### src/rtl/shapool_spi_daisy.sv
// shapool_spi_daisy: oversampled SPI mode-0 slave shift unit with parallel result load for daisy chaining
// Ports:
//   clk_in, reset_in          system clock, synchronous active-high reset
//   sck_in, sdi_in, cs_n_in   asynchronous SPI pins
//   sdo_out                   serial data to the next device in the chain
//   load_data_in              word captured at frame start and shifted out first
//   data_out                  last DATA_WIDTH bits of the latest complete frame
//   data_valid_out            one-cycle pulse when data_out updates
//   frame_error_out           one-cycle pulse when a frame ends short
//   busy_out                  high while a frame is being received
module shapool_spi_daisy #(
    parameter int DATA_WIDTH  = 64,
    parameter int SYNC_STAGES = 2
) (
    input  logic                  clk_in,
    input  logic                  reset_in,
    input  logic                  sck_in,
    input  logic                  sdi_in,
    input  logic                  cs_n_in,
    output logic                  sdo_out,
    input  logic [DATA_WIDTH-1:0] load_data_in,
    output logic [DATA_WIDTH-1:0] data_out,
    output logic                  data_valid_out,
    output logic                  frame_error_out,
    output logic                  busy_out
);
    localparam int CW = $clog2(DATA_WIDTH + 1);
    localparam logic [CW-1:0] FULL = CW'(DATA_WIDTH);

    typedef enum logic [1:0] {WAIT_IDLE, IDLE, ACTIVE} state_t;

    state_t                state, state_next;
    logic [SYNC_STAGES-1:0] sck_sync, sdi_sync_r, cs_sync;
    logic                  sck_h, cs_h;
    // Fills with ones after reset so WAIT_IDLE only trusts cs_n once the
    // synchroniser holds real pin samples instead of its reset value.
    logic [SYNC_STAGES:0]  flush;
    logic [DATA_WIDTH-1:0] sr;
    logic [CW-1:0]         count;
    logic                  sck_s, sdi_sync, cs_n_s;
    logic                  sck_rise, sck_fall, cs_fall, cs_rise;
    logic                  load, shift, drive, valid, err;

    assign sck_s    = sck_sync[SYNC_STAGES-1];
    assign sdi_sync = sdi_sync_r[SYNC_STAGES-1];
    assign cs_n_s   = cs_sync[SYNC_STAGES-1];
    assign sck_rise = sck_s & ~sck_h;
    assign sck_fall = ~sck_s & sck_h;
    assign cs_fall  = ~cs_n_s & cs_h;
    assign cs_rise  = cs_n_s & ~cs_h;
    assign busy_out = (state == ACTIVE);

    always_ff @(posedge clk_in) begin
        if (reset_in) begin
            sck_sync   <= '0;
            sdi_sync_r <= '0;
            cs_sync    <= '1;
            sck_h      <= 1'b0;
            cs_h       <= 1'b1;
            flush      <= '0;
        end else begin
            sck_sync   <= {sck_sync[SYNC_STAGES-2:0], sck_in};
            sdi_sync_r <= {sdi_sync_r[SYNC_STAGES-2:0], sdi_in};
            cs_sync    <= {cs_sync[SYNC_STAGES-2:0], cs_n_in};
            sck_h      <= sck_s;
            cs_h       <= cs_n_s;
            flush      <= {flush[SYNC_STAGES-1:0], 1'b1};
        end
    end

    always_comb begin
        state_next = state;
        load       = 1'b0;
        shift      = 1'b0;
        drive      = 1'b0;
        valid      = 1'b0;
        err        = 1'b0;
        case (state)
            WAIT_IDLE: state_next = (flush[SYNC_STAGES] && cs_n_s) ? IDLE : WAIT_IDLE;
            IDLE: begin
                load       = cs_fall;
                state_next = cs_fall ? ACTIVE : IDLE;
            end
            ACTIVE: begin
                // cs edge takes priority over any coincident sck edge
                state_next = cs_rise ? IDLE : ACTIVE;
                valid      = cs_rise && (count == FULL);
                err        = cs_rise && (count != '0) && (count != FULL);
                shift      = !cs_rise && sck_rise;
                drive      = !cs_rise && sck_fall;
            end
            default: state_next = WAIT_IDLE;
        endcase
    end

    always_ff @(posedge clk_in) begin
        if (reset_in) begin
            state           <= WAIT_IDLE;
            sr              <= '0;
            count           <= '0;
            sdo_out         <= 1'b0;
            data_out        <= '0;
            data_valid_out  <= 1'b0;
            frame_error_out <= 1'b0;
        end else begin
            state           <= state_next;
            data_valid_out  <= valid;
            frame_error_out <= err;
            if (load) begin
                sr      <= load_data_in;
                sdo_out <= load_data_in[DATA_WIDTH-1];
                count   <= '0;
            end
            if (shift) begin
                sr    <= {sr[DATA_WIDTH-2:0], sdi_sync};
                count <= count + CW'(count != FULL);
            end
            if (drive) sdo_out <= sr[DATA_WIDTH-1];
            if (valid) data_out <= sr;
        end
    end
endmodule

### config.mk
export PLATFORM = sky130hd
export DESIGN_NAME = shapool_spi_daisy
export DESIGN_NICKNAME = d
export VERILOG_FILES = /design/src/rtl/shapool_spi_daisy.sv
export SDC_FILE = /design/constraint.sdc
export NUM_CORES = 1
export LEC_CHECK = 0
export CORE_MARGIN = 2
export CORE_UTILIZATION = 25
export DETAILED_ROUTE_END_ITERATION = 6
export PLACE_DENSITY_LB_ADDON = 0.05
export SYNTH_ARGS = -nofsm -noshare
export SYNTH_HDL_FRONTEND = slang
export SYNTH_SLANG_ARGS = --single-unit
### constraint.sdc
create_clock -name clk_in -period 1.7 [get_ports clk_in]
set_clock_uncertainty 0.15 [all_clocks]
set_input_delay 0.255 -clock clk_in [delete_from_list [all_inputs] [get_ports clk_in]]
set_output_delay 0.255 -clock clk_in [all_outputs]
set_load 0.01 [all_outputs]
==> key figures <==
Die
  – IO Count: about 140
  – Starting Density: approximately a quarter
  – Die area: roughly 25,000 um^2
  – Die height: between 150 and 200 um
  – Core Area: ~23,000 um^2
  – Die span in x: ~160 um
  – # rows: 55

Yosys
  – Library cells used by synthesis: 46
  – Largest family of logic cells by synthesized area: compound AO/OA/AOI/OAI gates
  – Synth cell count leaders: 197 x nand2_1, 151 x dfxtp_1, 95 x a21oi_1
  – Synth async-reset ratio: 0%
  – Yosys top cell area share: 51.77%
  – Adder-cell share of the synthesized area: 0.6428%
  – Seq/Total Area, Yosys: 51.77%
  – Yosys top cell by area: dfxtp_1
  – Syn nets: ~740
  – Most common cell in the netlist: nand2_1
  – Post-synth EDFFs: 0
  – Avg Inst Size Synth: between 8 and 9 um^2
  – Primary FF master, synth: dfxtp_1
  – Yosys warns: 0
  – Area contributors post-synth: dfxtp_1 52%, nand2_1 13%, a22oi_1 8.2%
  – #FFs+latches synth: around 150
  – Complex-gate fraction of the synthesized area: a little under a quarter
  – Simple-gate portion of the synthesized area: a little under a fifth
  – Post-Synth XOR/XNOR Area: less than 1%
  – Post-synthesis mux area share: less than 1%
  – Mapped Cells: 664
  – Mapped Area: 5839 um^2

Route
  – Post-route ant nets: 0
  – Final WL: 19,970 um
  – Post-DR vias/cell: roughly 4.6
  – Avg WL per Cell: approximately 17 um
  – Vias: 5,425
  – 1st-iter DRT viols: approximately 250
  – DR DRC count: 0
  – TritonRoute pass-1 iters: 5

Placement
  – Port buffer count: around 140
  – DP Area: a little under 8000 um^2
  – Inst Count DP: 1,102
  – Post-DP HPWL: 11,180 um
  – GP Congestion: about 0.76

Critical path
  – Startpoint types: register
  – Critical path type: register to register
  – Critical Path RT: approximately 1900 ps
  – Crit path cell chain: nor4_4 > buf_4 > and4_4 > buf_12 > clkbuf_16 > nand2_1 > a21oi_2
  – Crit. End Element: register
  – Crit-path slowest cell: dfxtp_2
  – Worst path arrival time: 1960 ps
  – Crit-path max cell delay: about 330 ps
  – CP Max Fanout: 7

STA
  – Max-slew headroom: a little over half
  – Final hold vios: 0
  – Number of slew-limit violations in the final report: 0
  – Worst-Margin Slew: slightly below 700 ps
  – Final setup vio count: 67
  – Final Cycle Share: 104.1%
  – Period minus WS final: 1770 ps
  – Peak Freq: roughly 570 MHz
  – Final WS setup: -69.59 ps
  – RSZ-0062 raised after global routing: true

Global route
  – First-pass GRT wire length: approximately 27,000 um
  – GRT Total Usage: 13.93%
  – Initial antenna violation count: 0
  – Largest net degree at the start of global routing: a little under 50
  – Number of global-route vias before repair: between 5,000 and 6,000
  – Grt ovf: 0

Clock network
  – Clock Latency Late Sink: around 420 ps
  – Clock root buffer: clkbuf_16
  – Total CTS buffers: 17
  – Number of H-tree levels: 4
  – CTS tree: built
  – Max clock buf depth: 2
  – Clk slew on worst S/H paths: ~60 ps
  – Num Clock Sinks: between 150 and 200

Power
  – Total power: between 7000 and 8000 uW
  – P_leak: between 0.003 and 0.004 uW
  – Power per cell area: 827.4 nW/um^2
  – Max rail drop VDD: 0.6143 mV

Finish
  – Finished Layout Cells: about 1,200
  – FF+latch area: about 3000 um^2
  – Layout Area Growth over Synthesis: 59.80%
  – # nets final: around 910
  – Multi-input logic area: approximately 3000 um^2
  – Proportion of layout cells with a drive suffix above 1: 30.91%
  – ANT cells: 0
  – # fillers: approximately 2,300
  – Fin area: between 9000 and 10,000 um^2

Min path
  – Hold WC Path Type: input port to register

Flow run
  – Max Cap Viol: 0

Outcome
  – Status: complete, but fails checks
  – Failing checks: negative setup slack
==> routing by layer <==
metal / wire, um / vias to the layer above / GRT usage (%)
met3: 889 / 17 / 3.932
li1: - / 2647 / -
met2: 9510 / 130 / 23.50
met4: 271 / 0 / 3.670
met1: 9303 / 2631 / 17.43
met5: 0 / - / 0
==> registers in the layout, summed over array words and instances, names as in the netlist <==
register,count
data_out,64
flush,3
sdo_out,1
cs_sync,2
count,7
sck_h,1
sr,64
sck_sync,2
data_valid_out,1
state,2
cs_h,1
sdi_sync_r,2
frame_error_out,1
==> stage by stage <==
stage | utilization (%) | hold WS, ps | worst slack (ps) | setup TNS (ps)
after floorplan | - | 208.8 | 39.25 | 0
after global placement | 34.06 | 249.3 | -52.61 | -1419
after detailed placement | 34.06 | 252.2 | -102.3 | -1468
after CTS | 36.58 | 82.31 | -40.81 | -193.2
after global routing | 40.97 | 78.78 | -152.2 | -10590
final | 40.97 | 70.24 | -69.59 | -2943
==> power by group <==
part           internal, uW  switching [uW]
sequential             3560            18.0
clock                  2240            1550
combinational           202             155
==> repair_timing <==
| item | in CTS | in global routing |
|---|---|---|
| hold endpoints to repair | 12 | 0 |
| cloned | 0 | 18 |
| gates resized for setup | 80 | 162 |
| pin swaps | 2 | 73 |
| setup endpoints to repair | 157 | 134 |
| setup buffers | 3 | 12 |
| hold buffers | 2 | 0 |
==> final cells by class <==
cell class              instances  area share (%)
clock buffers                  21           4.934
clock inverters                11           1.301
inverters                       4          0.1877
multi-input cells             457           32.33
flip-flops and latches        151           32.54
well taps                     313           4.197
repair buffers                210           24.51
==> cells by family (layout without fill, tap and decap cells) <==
logic type,count (synthesis),count (layout)
flip-flops,151,151
XOR/XNOR,1,1
multiplexers,2,2
AND/OR/NAND/NOR,246,246
buffers and inverters,56,246
adder cells (fa/ha/maj),3,3
AO/OA/AOI/OAI,205,205
==> final timing paths <==
path	start	end	slack [ps]	cells after the start
worst min register to register	cs_sync[0]	cs_sync[1]	260	1
worst max register to register	count[2]	data_out[19]	-70	7
worst max-delay path	count[2]	data_out[19]	-70	7
worst min-delay path	reset_in	count[5]	70	3
==> worst max-delay path: cells and delay by family (launching register included) <==
family,cells,cell delay (ps)
buffers and inverters,3,460
DFF,1,330
and+or+nand+nor,3,640
AOI/OAI and AO/OA,1,120
==> layout by cell type, fill, tap and decap left out, drive strengths merged, types with 2 or more instances in the layout <==
master           n
dlygate4sd2     66
dfxtp          151
ha               3
mux2i            2
clkinv           5
nand3            7
clkbuf          31
o21ai            2
nand2b           5
nand4            2
clkinvlp         2
a21oi          131
a22oi           64
buf             64
o311ai           2
dlygate4sd3      2
bufinv           2
clkdlybuf4s50   67
nor3             3
nor2             7
inv              6
or2              3
nor4             4
nand2          197
nor2b            9
Power figures use the tool's default switching activity.
